--- src/rtl/pdm_pkg.sv ---
// Shared constants for the PDM microphone decimator: channel encoding,
// output-handshake states and the accumulator width helper.
package pdm_pkg;

  localparam logic CH_L = 1'b0;
  localparam logic CH_R = 1'b1;

  typedef enum logic [1:0] {
    OUT_IDLE,
    OUT_SEND_L,
    OUT_SEND_R
  } out_state_e;

  // Width of a ones-counter that must hold the value DECIM itself.
  function automatic int acc_width(input int decim);
    return $clog2(decim + 1);
  endfunction

endpackage

--- src/rtl/pdm_clk_gen.sv ---
// PDM bit-clock divider: mclk runs at clk/CLK_DIV while enabled; fall_stb and
// rise_stb flag the clk cycle in which mclk is about to toggle 1->0 / 0->1.
module pdm_clk_gen #(
  parameter int CLK_DIV = 4
) (
  input  logic clk,
  input  logic reset,
  input  logic enable,
  output logic mclk,
  output logic fall_stb,
  output logic rise_stb
);

  localparam int HALF = CLK_DIV / 2;
  localparam int CW   = (HALF > 1) ? $clog2(HALF) : 1;

  logic [CW-1:0] cnt_q, cnt_d;
  logic          mclk_q, mclk_d;
  logic          tc;

  assign tc       = enable && (cnt_q == CW'(HALF - 1));
  assign fall_stb = tc && mclk_q;
  assign rise_stb = tc && !mclk_q;
  assign mclk     = mclk_q;

  // NOTE: every next-state signal gets its hold value first, so no path
  // through this block can leave it unassigned and infer a latch.
  always_comb begin
    cnt_d  = cnt_q;
    mclk_d = mclk_q;
    if (!enable) begin
      cnt_d  = '0;
      mclk_d = 1'b0;
    end else if (tc) begin
      cnt_d  = '0;
      mclk_d = ~mclk_q;
    end else begin
      cnt_d = cnt_q + CW'(1);
    end
  end

  // NOTE: state registers use non-blocking assignments so every flop samples
  // its inputs from before the edge, independent of statement order.
  always_ff @(posedge clk) begin
    if (reset) begin
      cnt_q  <= '0;
      mclk_q <= 1'b0;
    end else begin
      cnt_q  <= cnt_d;
      mclk_q <= mclk_d;
    end
  end

endmodule

--- src/rtl/pdm_mic_decim.sv ---
// PDM microphone decimator: ones-count per channel over DECIM bits, PCM
// output with valid/ready handshake. Optional amp monitor: PDM_PWM_MONITOR_EN.
module pdm_mic_decim
  import pdm_pkg::*;
#(
  parameter int CLK_DIV  = 4,
  parameter int DECIM    = 64,
  parameter int CHANNELS = 1,
  parameter int OUT_W    = 16
) (
  input  logic             clk,
  input  logic             reset,
  input  logic             enable,
  input  logic             micData,
  output logic             mclk,
  output logic             micLRSel,
  output logic [OUT_W-1:0] pcm_data,
  output logic             pcm_ch,
  output logic             pcm_valid,
  input  logic             pcm_ready,
  output logic             ovf,
  output logic             ampPWM,
  output logic             ampSD
);

  localparam int AW     = acc_width(DECIM);
  localparam int BW     = $clog2(DECIM);
  localparam bit STEREO = (CHANNELS == 2);

  logic fall_stb, rise_stb;

  pdm_clk_gen #(.CLK_DIV(CLK_DIV)) u_clk_gen (
    .clk      (clk),
    .reset    (reset),
    .enable   (enable),
    .mclk     (mclk),
    .fall_stb (fall_stb),
    .rise_stb (rise_stb)
  );

  logic          pair_q, pair_d;
  logic [BW-1:0] bit_cnt_q, bit_cnt_d;
  logic [AW-1:0] acc_l_q, acc_l_d, acc_r_q, acc_r_d;
  logic [AW-1:0] sum_l, sum_r;
  logic          l_stb, r_stb, last_stb, frame_done;

  // An R bit only counts once its L partner has been taken, so a frame is
  // always DECIM complete (L, R) pairs even though mclk rises first.
  assign l_stb      = fall_stb;
  assign r_stb      = STEREO && rise_stb && pair_q;
  assign last_stb   = STEREO ? r_stb : l_stb;
  assign frame_done = last_stb && (bit_cnt_q == BW'(DECIM - 1));
  assign sum_l      = acc_l_q + AW'(l_stb && micData);
  assign sum_r      = acc_r_q + AW'(r_stb && micData);

  function automatic logic [OUT_W-1:0] to_pcm(input logic [AW-1:0] c);
    return (OUT_W'(c) << 1) - OUT_W'(DECIM);
  endfunction

  always_comb begin
    pair_d    = pair_q;
    bit_cnt_d = bit_cnt_q;
    acc_l_d   = sum_l;
    acc_r_d   = sum_r;
    if (!enable) begin
      pair_d    = 1'b0;
      bit_cnt_d = '0;
      acc_l_d   = '0;
      acc_r_d   = '0;
    end else begin
      if (l_stb)         pair_d = 1'b1;
      else if (rise_stb) pair_d = 1'b0;
      if (frame_done) begin
        bit_cnt_d = '0;
        acc_l_d   = '0;
        acc_r_d   = '0;
      end else if (last_stb) begin
        bit_cnt_d = bit_cnt_q + BW'(1);
      end
    end
  end

  out_state_e       state_q, state_d;
  logic [OUT_W-1:0] buf_l_q, buf_l_d, buf_r_q, buf_r_d;
  logic             ovf_q, ovf_d;

  // A frame finishing in the same cycle as the last pending acceptance is
  // taken, since the buffer frees up at that very edge.
  always_comb begin
    state_d = state_q;
    buf_l_d = buf_l_q;
    buf_r_d = buf_r_q;
    ovf_d   = ovf_q;
    case (state_q)
      OUT_SEND_L: if (pcm_ready) state_d = STEREO ? OUT_SEND_R : OUT_IDLE;
      OUT_SEND_R: if (pcm_ready) state_d = OUT_IDLE;
      default:    ;
    endcase
    if (frame_done) begin
      if (state_d == OUT_IDLE) begin
        state_d = OUT_SEND_L;
        buf_l_d = to_pcm(sum_l);
        buf_r_d = to_pcm(sum_r);
      end else begin
        ovf_d = 1'b1;
      end
    end
  end

  // NOTE: the sample buffers are reset too, because pcm_data must read 0
  // straight out of reset rather than whatever the flops powered up with.
  always_ff @(posedge clk) begin
    if (reset) begin
      pair_q    <= 1'b0;
      bit_cnt_q <= '0;
      acc_l_q   <= '0;
      acc_r_q   <= '0;
      state_q   <= OUT_IDLE;
      buf_l_q   <= '0;
      buf_r_q   <= '0;
      ovf_q     <= 1'b0;
    end else begin
      pair_q    <= pair_d;
      bit_cnt_q <= bit_cnt_d;
      acc_l_q   <= acc_l_d;
      acc_r_q   <= acc_r_d;
      state_q   <= state_d;
      buf_l_q   <= buf_l_d;
      buf_r_q   <= buf_r_d;
      ovf_q     <= ovf_d;
    end
  end

  assign pcm_valid = (state_q != OUT_IDLE);
  assign pcm_ch    = (state_q == OUT_SEND_R) ? CH_R : CH_L;
  assign pcm_data  = (state_q == OUT_SEND_R) ? buf_r_q : buf_l_q;
  assign ovf       = ovf_q;
  assign micLRSel  = 1'b0;

`ifdef PDM_PWM_MONITOR_EN
  logic amp_pwm_q, amp_sd_q;

  always_ff @(posedge clk) begin
    if (reset) begin
      amp_pwm_q <= 1'b0;
      amp_sd_q  <= 1'b0;
    end else begin
      if (l_stb) amp_pwm_q <= micData;
      amp_sd_q <= enable;
    end
  end

  assign ampPWM = amp_pwm_q;
  assign ampSD  = amp_sd_q;
`else
  assign ampPWM = 1'b0;
  assign ampSD  = 1'b0;
`endif

endmodule
--- config.mk ---
export PLATFORM = sky130hd
export DESIGN_NAME = pdm_mic_decim
export DESIGN_NICKNAME = d
export VERILOG_FILES = /design/src/rtl/pdm_pkg.sv /design/src/rtl/pdm_clk_gen.sv /design/src/rtl/pdm_mic_decim.sv
export SDC_FILE = /design/constraint.sdc
export NUM_CORES = 1
export LEC_CHECK = 0
export CAP_MARGIN = 15
export CELL_PAD_IN_SITES_DETAIL_PLACEMENT = 1
export CELL_PAD_IN_SITES_GLOBAL_PLACEMENT = 1
export CORE_ASPECT_RATIO = 0.75
export CORE_MARGIN = 2
export CORE_UTILIZATION = 40
export CTS_CLUSTER_SIZE = 16
export DETAILED_ROUTE_END_ITERATION = 6
export HOLD_SLACK_MARGIN = 0.08
export MAX_ROUTING_LAYER = met4
export PLACE_DENSITY = 0.82
export SLEW_MARGIN = 20
export SYNTH_ARGS = -nofsm -noshare
export SYNTH_HDL_FRONTEND = slang
export SYNTH_SLANG_ARGS = --single-unit
--- constraint.sdc ---
create_clock -name clk -period 4.4 [get_ports clk]
set_input_delay 1.1 -clock clk [delete_from_list [all_inputs] [get_ports clk]]
set_output_delay 1.1 -clock clk [all_outputs]
set_load 0.03 [all_outputs]
==> flow_summary.yaml <==
route:
  drt_wl_total_mm: 3.13
  drt.antenna.violating_nets: 0
  drtIter0Drc: 37
  drcViolationCount: 0
  via_per_inst: 5.58
  wl_per_cell_um: 15.1
  dr.pass1.iters: 4
  vias: 1156
power_and_ir_drop:
  powerDensity_nw_per_um2: 258
  leakage_nw: 0.565
  p_seq_frac: 0.609
  p_clk_frac: 0.349
  switchingPower_w: 0.0000919
  peakVddDrop_mv: 0.172
  switching_share: 0.226
  combPwrFrac: 0.042
  intPower_w: 0.000314
setup_path:
  crit_fanout: 10
  ff2ff_setup_slack_ps: 1890
  cpMaxStageDelayCell: "clkdlybuf4s50_1"
  r2r-start: "u_clk_gen.mclk"
  critical_path_arrival_ps: 2490
  critPathLaunch: "state_q[0]"
  cpPeakStageDelay_ps: 820
  critPathKind: "flip-flop to output port"
  crit_required_ps: 3300
  startpoint_type: "flip-flop"
  critPathCaptureType: "output port"
  crit_family: "buffers and inverters"
  cp.buffers_inverters: 2
  path_cells: "inv_1 > ha_1 > o21ai_0 > clkdlybuf4s50_1"
global_route:
  antenna_found_initial: 0
  grt_pass1_vias: 1088
  busiest_layer: "met2"
  grt-ovfl-total: 0
  use_met2: 0.327
  grt_pass1_wl_mm: 5.13
  met3_usage: 0.0449
  use_met1: 0.209
  grt_usage: 0.179
  grt_max_degree: 16
logic_synthesis:
  synth_area_leaders: "dfxtp_1 40%, buf_4 6.2%, ha_1 5.6%, a21oi_1 3.7%, inv_1 2.8%"
  yosysSeqAreaShare: 0.404
  synth-edff-count: 0
  syn_avg_cell_area_um2: 8.79
  synthFlopType: "dfxtp_1"
  syn_area_um2: 1340
  synth_common_cells: "27 x dfxtp_1, 11 x buf_4, 10 x a21oi_1, 10 x inv_1, 10 x nor2_1"
  synth.most_common_cell: "dfxtp_1"
  synth_top_area_share: 0.404
  synth_cells: 152
  yosysWarningCount: 0
  synth.distinct_cells: 38
  synth_top_area_cell: "dfxtp_1"
  synthArstFlopShare: 0
  synth.ff_latch_count: 27
finish:
  layout.nets: 179
  area_growth_pct: 17.8
  fill_cells: 394
  drive_above_1_share: 0.0479
  diodes: 0
die:
  die_x_um: 70.7
  core-area_um2: 3240
  rows: 18
  die_y_um: 54.1
  start_util: 0.412
  io_pins: 28
  dieArea_um2: 3820
sta:
  relSlewSlack: 0.530
  final_max_slew_viol_count: 0
  grt_setup_unrepaired: "no"
  setup_viol: 0
  fin_crit_ps: 3590
  fin_ws_ps: 805
  final.setup_skew_ps: 6.21
  final_hold_viol_count: 0
  fmaxAchievable_mhz: 278
  final.period_utilization: 0.817
  fin_setup_tns_ps: 0
  tightest_slew_ps: 697
clock_network:
  clk_latency_ps: 280
  clkSlewWorstSetupHoldPaths_ps: 90
  htreeDepth: 1
  clock-sinks: 27
  cts_buffer_depth: 2
  ctsHoldBuffers: 0
  cts_setup_buffers: 0
  cts_buffers: 3
  cts.repair.resized: 0
  cts_tree: "built"
  root_buffer: "clkbuf_8"
min_path:
  hp-start: "buf_l_q[14]"
  min_path_type: "flip-flop to flip-flop"
placed_design:
  pre_cts_slack_ps: 676
  dpl.hpwl_mm: 2.47
  io_buffer_count: 23
  gp_congestion: 0.825
run:
  drv_cap: 0
status:
  outcome: "finished clean"
path summary, 6_finish.rpt:
path | end | depth (start not counted)
max | pcm_data[11] | 4
min | buf_l_q[14] | 2
max reg2reg | buf_l_q[7] | 9
min reg2reg | buf_l_q[14] | 2
flip-flops by register name (all words and copies together) (netlist names):
register and count:
u_clk_gen.mclk 1, buf_r_q 1, bit_cnt_q 6, buf_l_q 8, state_q 2, ovf 1, acc_l_q 7, u_clk_gen.cnt_q 1
cell type report:
cell class	instances	area, um^2	share of cell area
clock buffer	3	41.3	0.0262
clock inverter	1	5.00	0.00318
inverter	10	37.5	0.0238
multi-input combinational	103	669	0.425
sequential	27	541	0.343
tap	40	50.0	0.0318
timing repair buffer	23	230	0.146
stage by stage:
step	total power (W)	cell area (um^2)	hold slack (ps)	std cells	util
final	0.000406	1570	479	207	0.485
after global routing	0.000425	1570	518	207	0.485
after CTS	0.000411	1570	484	207	0.485
after detailed placement	0.000270	1530	465	203	0.471
after global placement	0.000269	1530	453	203	0.471
after floorplan	0.000265	1350	441	155	-
routing by layer:
metal  routed length, um  part of all wire
met5                   0                 0
met4                  17            0.0054
met3                 113             0.036
met2                1590              0.51
met1                1400              0.45
worst register-to-register path, delay by kind of cell, from the launching register on:
family	cells	cell delay, ps
adders and majority gates	3	640
AOI/OAI and AO/OA	1	190
and+or+nand+nor	5	1120
DFF	1	490
placed cells by master, fill, tap and decap left out, drive strengths merged, types with 3 or more instances in the layout:
cell / count
nand3: 5
ha: 6
xor2: 4
clkdlybuf4s50: 23
a211oi: 3
dfxtp: 27
nand2: 8
nor2b: 6
a21oi: 10
o21ai: 7
and2: 3
o31ai: 4
inv: 10
or3: 4
nor2: 10
clkbuf: 3
a31oi: 4
nand4: 6
conb: 4
kinds of logic after synthesis:
logic type / share of synthesized area
AOI/OAI and AO/OA: 0.193
and+or+nand+nor: 0.208
xor gates and xnor gates: 0.0328
other: 0.00281
DFF: 0.404
buffers and inverters: 0.103
adders and majority gates: 0.0562
power by group through the flow:
stage / registers [W] / logic, W / clock network (W)
finish: 0.000247 / 0.0000170 / 0.000142
global route: 0.000247 / 0.0000184 / 0.000159
CTS: 0.000247 / 0.0000171 / 0.000147
detailed placement: 0.000253 / 0.0000171 / 0
global placement: 0.000252 / 0.0000165 / 0
floorplan: 0.000253 / 0.0000124 / 0
No activity file was read; power rests on OpenSTA's default activity.
